--- config.mk ---
export PLATFORM = sky130hd
export DESIGN_NAME = obi_mem_arbiter
export DESIGN_NICKNAME = d
export VERILOG_FILES = /design/src/rtl/obi_arb_pkg.sv /design/src/rtl/obi_arb_id_fifo.sv /design/src/rtl/obi_mem_arbiter.sv
export SDC_FILE = /design/constraint.sdc
export NUM_CORES = 1
export LEC_CHECK = 0
export ABC_CLOCK_PERIOD_IN_PS = 2900
export CAP_MARGIN = 20
export CORE_AREA = 8 8 104 106
export CTS_CLUSTER_SIZE = 8
export DETAILED_ROUTE_END_ITERATION = 6
export DIE_AREA = 0 0 112 114
export PLACE_DENSITY = 0.7
export SYNTH_ARGS = -nofsm -noshare
export SYNTH_HDL_FRONTEND = slang
export SYNTH_SLANG_ARGS = --single-unit
--- constraint.sdc ---
create_clock -name clk_i -period 2.9 [get_ports clk_i]
set_clock_uncertainty 0.1 [all_clocks]
set_input_delay 0.58 -clock clk_i [delete_from_list [all_inputs] [get_ports clk_i]]
set_output_delay 0.58 -clock clk_i [all_outputs]
set_load 0.01 [all_outputs]
--- src/rtl/obi_arb_pkg.sv ---
// Shared types and constants for the two-port OBI memory arbiter.
package obi_arb_pkg;

  typedef logic arb_id_t;

  localparam arb_id_t ARB_IDX_INSTR = 1'b0;
  localparam arb_id_t ARB_IDX_DATA  = 1'b1;

  function automatic logic [1:0] arb_onehot(input arb_id_t id);
    return id ? 2'b10 : 2'b01;
  endfunction

endpackage

--- src/rtl/obi_arb_id_fifo.sv ---
// In-order FIFO of requester IDs for outstanding transactions.
// Pointers wrap modulo DEPTH; a push and a pop together leave the count unchanged.
module obi_arb_id_fifo
  import obi_arb_pkg::*;
#(
  parameter int DEPTH = 2
) (
  input  logic    clk_i,
  input  logic    rst_i,
  input  logic    push,
  input  arb_id_t push_id,
  input  logic    pop,
  output logic    full,
  output logic    empty,
  output arb_id_t head
);

  localparam int PTR_W = (DEPTH > 1) ? $clog2(DEPTH) : 1;
  localparam int CNT_W = $clog2(DEPTH + 1);

  arb_id_t            mem [DEPTH];
  logic [PTR_W-1:0]   wr_ptr_q;
  logic [PTR_W-1:0]   rd_ptr_q;
  logic [CNT_W-1:0]   count_q;

  function automatic logic [PTR_W-1:0] next_ptr(input logic [PTR_W-1:0] ptr);
    return (ptr == PTR_W'(DEPTH - 1)) ? '0 : ptr + 1'b1;
  endfunction

  assign full  = (count_q == CNT_W'(DEPTH));
  assign empty = (count_q == '0);
  assign head  = mem[rd_ptr_q];

  always_ff @(posedge clk_i) begin
    if (rst_i) begin
      wr_ptr_q <= '0;
      rd_ptr_q <= '0;
      count_q  <= '0;
    end else begin
      if (push) begin
        mem[wr_ptr_q] <= push_id;
        wr_ptr_q      <= next_ptr(wr_ptr_q);
      end
      if (pop) begin
        rd_ptr_q <= next_ptr(rd_ptr_q);
      end
      case ({push, pop})
        2'b10:   count_q <= count_q + 1'b1;
        2'b01:   count_q <= count_q - 1'b1;
        default: count_q <= count_q;
      endcase
    end
  end

endmodule

--- src/rtl/obi_mem_arbiter.sv ---
// Two-requester (instr/data) OBI arbiter onto one memory port with in-order response routing.
// Define ARB_ROUND_ROBIN_EN for round-robin arbitration; default is fixed priority (data first).
module obi_mem_arbiter
  import obi_arb_pkg::*;
#(
  parameter int ADDR_WIDTH      = 32,
  parameter int DATA_WIDTH      = 32,
  parameter int MAX_OUTSTANDING = 2
) (
  input  logic                             clk_i,
  input  logic                             rst_i,
  input  logic [1:0]                       m_req_i,
  output logic [1:0]                       m_gnt_o,
  output logic [1:0]                       m_rvalid_o,
  input  logic [1:0][ADDR_WIDTH-1:0]       m_addr_i,
  input  logic [1:0]                       m_we_i,
  input  logic [1:0][DATA_WIDTH/8-1:0]     m_be_i,
  input  logic [1:0][DATA_WIDTH-1:0]       m_wdata_i,
  output logic [DATA_WIDTH-1:0]            m_rdata_o,
  output logic                             s_req_o,
  input  logic                             s_gnt_i,
  input  logic                             s_rvalid_i,
  output logic [ADDR_WIDTH-1:0]            s_addr_o,
  output logic                             s_we_o,
  output logic [DATA_WIDTH/8-1:0]          s_be_o,
  output logic [DATA_WIDTH-1:0]            s_wdata_o,
  input  logic [DATA_WIDTH-1:0]            s_rdata_i
);

  arb_id_t win;
  arb_id_t lock_id_q;
  logic    lock_q;
  logic    handshake;
  logic    pop;
  logic    fifo_full;
  logic    fifo_empty;
  arb_id_t fifo_head;

`ifdef ARB_ROUND_ROBIN_EN
  arb_id_t last_q;
`endif

  // A stalled request keeps its winner so the downstream address stays stable until granted.
  always_comb begin
    win = ARB_IDX_INSTR;
    if (lock_q) begin
      win = lock_id_q;
`ifdef ARB_ROUND_ROBIN_EN
    end else if (&m_req_i) begin
      win = ~last_q;
`endif
    end else if (m_req_i[ARB_IDX_DATA]) begin
      win = ARB_IDX_DATA;
    end
  end

  assign s_req_o   = m_req_i[win] & ~fifo_full & ~rst_i;
  assign handshake = s_req_o & s_gnt_i;
  assign s_addr_o  = m_addr_i[win];
  assign s_we_o    = m_we_i[win];
  assign s_be_o    = m_be_i[win];
  assign s_wdata_o = m_wdata_i[win];
  assign m_gnt_o   = handshake ? arb_onehot(win) : 2'b00;

  assign pop        = s_rvalid_i & ~fifo_empty & ~rst_i;
  assign m_rvalid_o = pop ? arb_onehot(fifo_head) : 2'b00;
  assign m_rdata_o  = s_rdata_i;

  always_ff @(posedge clk_i) begin
    if (rst_i) begin
      lock_q    <= 1'b0;
      lock_id_q <= ARB_IDX_INSTR;
    end else if (s_req_o & ~s_gnt_i) begin
      lock_q    <= 1'b1;
      lock_id_q <= win;
    end else if (handshake) begin
      lock_q    <= 1'b0;
    end
  end

`ifdef ARB_ROUND_ROBIN_EN
  always_ff @(posedge clk_i) begin
    if (rst_i) begin
      last_q <= ARB_IDX_DATA;
    end else if (handshake) begin
      last_q <= win;
    end
  end
`endif

  obi_arb_id_fifo #(
    .DEPTH (MAX_OUTSTANDING)
  ) u_id_fifo (
    .clk_i   (clk_i),
    .rst_i   (rst_i),
    .push    (handshake),
    .push_id (win),
    .pop     (pop),
    .full    (fifo_full),
    .empty   (fifo_empty),
    .head    (fifo_head)
  );

endmodule

==> results of run 1 <==
-- area by class of cell --
cell class / count / area, µm² / share of cell area, %
clock buffers: 4 / 45.0 / 1.18
inverters: 2 / 7.51 / 0.196
multi-input cells: 104 / 1030 / 27.0
flip-flops and latches: 9 / 200 / 5.23
well taps: 111 / 139 / 3.63
repair buffers: 233 / 2400 / 62.7
-- final timing paths --
path	startpoint	to	slack, ps	cells after the start
max	m_req_i[0]	s_req_o	80	6
min	u_id_fifo.wr_ptr_q	u_id_fifo.wr_ptr_q	390	1
max reg2reg	u_id_fifo.count_q[1]	u_id_fifo.count_q[1]	840	8
min reg2reg	u_id_fifo.wr_ptr_q	u_id_fifo.wr_ptr_q	390	1
-- worst register-to-register path: cells and delay by family, from the launching register on --
kind	cells	cell delay, ps
flip-flops	1	330
adder cells (fa/ha/maj)	1	300
buffers and inverters	2	280
AND/OR/NAND/NOR	4	850
AO/OA/AOI/OAI	1	130
-- Yosys cell counts (all sizes together) --
| cell type | number | share of area (%) |
|---|---|---|
| o21ai | 2 | 0.64 |
| nor2 | 8 | 1.9 |
| and3 | 1 | 0.40 |
| o211a | 1 | 0.64 |
| ha | 1 | 0.80 |
| xor2 | 2 | 1.1 |
| buf | 32 | 15 |
| nor4 | 1 | 0.40 |
| xnor2 | 1 | 0.56 |
| mux2i | 3 | 2.7 |
| dfxtp | 7 | 8.9 |
| or3 | 1 | 0.40 |
| edfxtp | 2 | 3.8 |
| and2 | 2 | 0.80 |
| clkbuf | 8 | 6.4 |
| nor2b | 2 | 0.80 |
| inv | 2 | 0.48 |
| o21a | 1 | 0.48 |
| nand3 | 1 | 0.32 |
| a21oi | 2 | 0.64 |
| nor3 | 2 | 0.64 |
| a21bo | 1 | 0.64 |
| mux2 | 69 | 51 |
| nand2 | 3 | 0.72 |
-- metrics by stage --
| step | hold WS (ps) | cells | setup slack [ps] | power, µW | util (%) |
|---|---|---|---|---|---|
| 2_1_floorplan | 346 | 155 | 692 | 465 | - |
| 3_3_place_gp | 361 | 451 | -248 | 842 | 39.8 |
| 3_5_place_dp | 383 | 451 | -277 | 850 | 39.8 |
| 4_1_cts | 393 | 461 | 3.53 | 1010 | 41.1 |
| 5_1_grt | 421 | 463 | 15.9 | 1040 | 42.0 |
| 6_report | 391 | 463 | 79.1 | 979 | 42.0 |
-- cell families (layout without fill, tap and decap cells) --
kind of cell | Yosys count | in the layout | synth area share (%)
xor+xnor | 3 | 3 | 1.67
simple gates | 21 | 21 | 6.36
fa+ha+maj | 1 | 1 | 0.795
compound gates | 7 | 7 | 3.02
flops | 9 | 9 | 12.7
mux | 72 | 72 | 53.3
buf+inv | 42 | 239 | 22.1
-- power groups by stage --
stage | sequential (µW) | combinational, µW | clock [µW]
2_1_floorplan | 151 | 314 | 0
3_3_place_gp | 152 | 690 | 0
3_5_place_dp | 153 | 697 | 0
4_1_cts | 151 | 702 | 152
5_1_grt | 153 | 723 | 163
6_report | 151 | 683 | 144
-- timing repair --
action	CTS	global route
setup endpoints to repair	72	29
gates resized for setup	49	27
pin swaps	0	3
gates cloned	3	0
setup buffers	3	2
hold endpoints to repair	0	0
-- routing by layer --
| layer | wire [µm] | up-vias |
|---|---|---|
| met5 | 0 | - |
| met1 | 3500 | 873 |
| met4 | 114 | 0 |
| met2 | 5740 | 139 |
| met3 | 1150 | 14 |
| li1 | - | 913 |
==> run metrics, run 1 <==
status completed; DR pass1 iterations 4; Total Nets Final 530; sequential area share after synthesis 12.7%; largest net degree at the start of global routing 22; I/O pin cnt 282; setup tns final 0 ps; Clk pwr share 14.7%; number of fill cells 910; Gate Count Post-Synth 155; Layout area overhead 143%; Initial Utilization 17.3%; Crit. End Element output port; met2 usage 29.9%; Slew @ Worst Pin 433 ps; dpl hpwl 8.94 mm; GRT overflow 0; setup violators final 0; number of distinct library cells after synthesis 27; met1 GRT Util 13.7%; met3 Use GR 6.97%; Net Sw Power 293 µW; Final Slew Violations 0; Seq pwr share 15.4%; CP max stage cell clkdlybuf4s50_1; Die W 112 µm; WL per Instance 22.7 µm; antenna diode count 0; Post-Syn Area 0.00157 mm²; share of cells above drive strength 1 26.1%; Worst VDD drop 0.000113 V; total track usage 15.0%; largest fanout on the critical path 2; Placement Cell Area 0.00363 mm²; final hold violations 0; die area 0.0128 mm²; vias in the first global route 2,262; Std-Cell Core Area 0.00911 mm²; worst stage delay on the critical path 550 ps; Crit path arrival time 2140 ps; Final min period 2820 ps; commonest cells after routing, fill and taps aside clkdlybuf4s50_1 (145), mux2_2 (64), dlygate4sd2_1 (45), dlymetal6s2s_1 (27), buf_4 (10); CP delay by family, top buffers and inverters; CTS max path bufs 2; RSZ-0062 raised after global routing false; Worst Hold Class reg -> reg; share of the clock period used by the worst path 97.3%; Setup CP Type in -> out; drt total wl 10.5 mm; switching share of power 29.9%; Worst-path clk slew 40 ps; remaining antenna violation count 0; Most Used Layer, Global Route met2; worst-path cell chain clkdlybuf4s50_1 > nor2_1 > nor3_2 > buf_4 > and2_1 > clkdlybuf4s50_1; Yosys reg bits 9; row cnt 35; P_leak 0.00180 µW; synthesized net count 332; internal power 686 µW; most used cell along the critical path clkdlybuf4s50_1; cts-stage hold buffer count 0; root buf cell clkbuf_8; htree depth 1; number of synthesis warnings 0; DRT iter0 DRCs 66; MaxCap Viol Count 0; clk sink count 9; slew margin rel. 70.8%; # DRC 0; crit path launch type input pin; Avg Inst Size Synth 10.1 µm²; Die H 114 µm; Port Buffer Count 217; commonest non-fill, non-tap cell in the layout clkdlybuf4s50_1; insertion delay to the later sink of the worst-skew pair 230 ps; post-route cell area 0.00383 mm²; Gate power share 69.8%; TritonCTS clock tree yes; Required @ worst endpoint 2220 ps; DR vias/cell 4.19; cts bufs inserted 3; Routability Congestion 0.814; Buffers & Inverters on Critical Path 3; first-pass GRT wire length 14.5 mm; DR vias 1,939; pwr dens 256 mW/mm²; achievable frequency 354 MHz; initial antenna violation count 0
Note: power is estimated with default switching activity, not from simulation.
==> run 2: changes to the inputs <==
- ABC_CLOCK_PERIOD_IN_PS: 2900 -> 3500
- CORE_AREA: 8 8 104 106 -> 8 8 103 105
- DIE_AREA: 0 0 112 114 -> 0 0 111 113
- PLACE_DENSITY: 0.7 -> 0.71
- clock period: 2.9 -> 3.5 ns (I/O delays scaled with it)
==> run metrics, run 2 (same netlist as run 1, synthesis figures left out) <==
Initial Utilization 17.5% (was 17.3%); Die H 113 µm (was 114 µm); Std-Cell Core Area 0.00898 mm² (was 0.00911 mm²); vias in the first global route 2,170 (was 2,262); commonest cells after routing, fill and taps aside clkdlybuf4s50_1 (217), mux2_2 (64), nor2_1 (8), dfxtp_1 (7), mux2_4 (5) (was clkdlybuf4s50_1 (145), mux2_2 (64), dlygate4sd2_1 (45), dlymetal6s2s_1 (27), buf_4 (10)); Worst VDD drop 0.000104 V (was 0.000113 V); Required @ worst endpoint 2700 ps (was 2220 ps); die area 0.0125 mm² (was 0.0128 mm²); WL met2 4.87 mm (was 5.74 mm); Port Buffer Count 217 (unchanged); postcts setup bufs 0 (was 3); Slew @ Worst Pin 398 ps (was 433 ps); cts bufs inserted 3 (unchanged); Buffers & Inverters on Critical Path 3 (unchanged); TritonCTS clock tree yes (unchanged); remaining antenna violation count 0 (unchanged); setup tns final 0 ps (unchanged); most used cell along the critical path clkdlybuf4s50_1 (unchanged); row cnt 35 (unchanged); CP max stage cell clkdlybuf4s50_1 (unchanged); CP delay by family, top buffers and inverters (unchanged); largest net degree at the start of global routing 40 (was 22); worst stage delay on the critical path 500 ps (was 550 ps); DR vias/cell 4.08 (was 4.19); final hold violations 0 (unchanged); Worst Hold Class reg -> reg (unchanged); total track usage 12.9% (was 15.0%); Crit path arrival time 2620 ps (was 2140 ps); DR vias 1,842 (was 1,939); drt total wl 8.92 mm (was 10.5 mm); Cells after DPL 447 (was 451); initial antenna violation count 0 (unchanged); crit path launch type input pin (unchanged); CTS max path bufs 2 (unchanged); post-route cell area 0.00364 mm² (was 0.00383 mm²); share of the clock period used by the worst path 97.6%; root buf cell clkbuf_8 (unchanged); Final min period 3420 ps; Layout area overhead 132% (was 143%); worst-path cell chain clkdlybuf4s50_1 > mux2i_4 > buf_12 > mux2_2 > clkdlybuf4s50_1 (was clkdlybuf4s50_1 > nor2_1 > nor3_2 > buf_4 > and2_1 > clkdlybuf4s50_1); achievable frequency 293 MHz; P_leak 0.00138 µW (was 0.00180 µW); I/O pin cnt 282 (unchanged); Routability Congestion 0.738 (was 0.814); antenna diode count 0 (unchanged); largest fanout on the critical path 39 (was 2); RSZ-0062 raised after global routing false (unchanged); number of fill cells 879 (was 910); status completed (unchanged); setup violators final 0 (unchanged); # DRC 0 (unchanged); utilization after layout 40.6% (was 42.0%); pwr dens 221 mW/mm² (was 256 mW/mm²); CTS resizes 0 (was 49); share of cells above drive strength 1 22.9% (was 26.1%); insertion delay to the later sink of the worst-skew pair 230 ps (about the same); first-pass GRT wire length 13.0 mm (was 14.5 mm); commonest non-fill, non-tap cell in the layout clkdlybuf4s50_1 (unchanged); slew margin rel. 73.2% (was 70.8%); Crit. End Element output port (unchanged); DR pass1 iterations 4 (unchanged); MaxCap Viol Count 0 (unchanged); clk sink count 9 (unchanged); Die W 111 µm (was 112 µm); htree depth 1 (unchanged); dpl hpwl 8.05 mm (was 8.94 mm); Setup CP Type in -> out (unchanged); WL per Instance 19.8 µm (was 22.7 µm); cts-stage hold buffer count 0 (unchanged); GRT overflow 0 (unchanged); Routed met1 length 2.94 mm (was 3.50 mm); Placement Cell Area 0.00360 mm² (was 0.00363 mm²); Worst-path clk slew 50 ps (was 40 ps); final cell count without fillers 451 (was 463); top sig layer met4 (unchanged); DRT iter0 DRCs 51 (was 66); metal3 WL 1.02 mm (was 1.15 mm); Final Slew Violations 0 (unchanged); Total Nets Final 518 (was 530)
-- run 2: cell count changes in the layout (fill, tap and decap cells not counted), moves of 2 or more --
cell	delta
dlygate4sd2_1	-45
clkdlybuf4s50_1	+72
dlymetal6s2s_1	-27
bufbuf_16	-2
buf_4	-8
-- run 2: final timing paths --
kind / from / to / slack, ps / cells past startpoint
max: m_req_i[1] / s_addr_o[2] / 80 / 5
min: u_id_fifo.wr_ptr_q / u_id_fifo.wr_ptr_q / 390 / 1
max reg2reg: u_id_fifo.count_q[0] / u_id_fifo.count_q[1] / 1400 / 7
min reg2reg: u_id_fifo.wr_ptr_q / u_id_fifo.wr_ptr_q / 390 / 1
-- run 2: report_power, final --
part | switching, µW | internal [µW] | leakage [µW]
clock network | 39.0 | 79.2 | 0.0000228
logic | 179 | 382 | 0.00128
registers | 8.39 | 117 | 0.0000758
total | 227 | 578 | 0.00138
-- run 2: layer usage --
metal | vias up | track usage [%]
met5 | - | 0
met4 | 0 | 2.16
met3 | 10 | 6.30
met2 | 135 | 25.2
met1 | 805 | 11.9
li1 | 892 | -
-- run 2: layout make-up --
cell class / count / area (µm²) / share of cell area, %
inverter: 2 / 7.51 / 0.206
tap: 111 / 139 / 3.81
sequential: 9 / 200 / 5.49
timing repair buffer: 221 / 2230 / 61.1
clock buffer: 4 / 45.0 / 1.24
multi-input combinational: 104 / 1020 / 28.1
-- run 2: metrics by stage --
step / hold WS, ps / total power, µW / setup WS (ps)
finish: 388 / 805 / 82.7
detailed placement: 380 / 694 / 44.3
global placement: 360 / 687 / 79.7
global route: 428 / 847 / 28.1
CTS: 388 / 817 / 36.3
floorplan: 346 / 385 / 1120
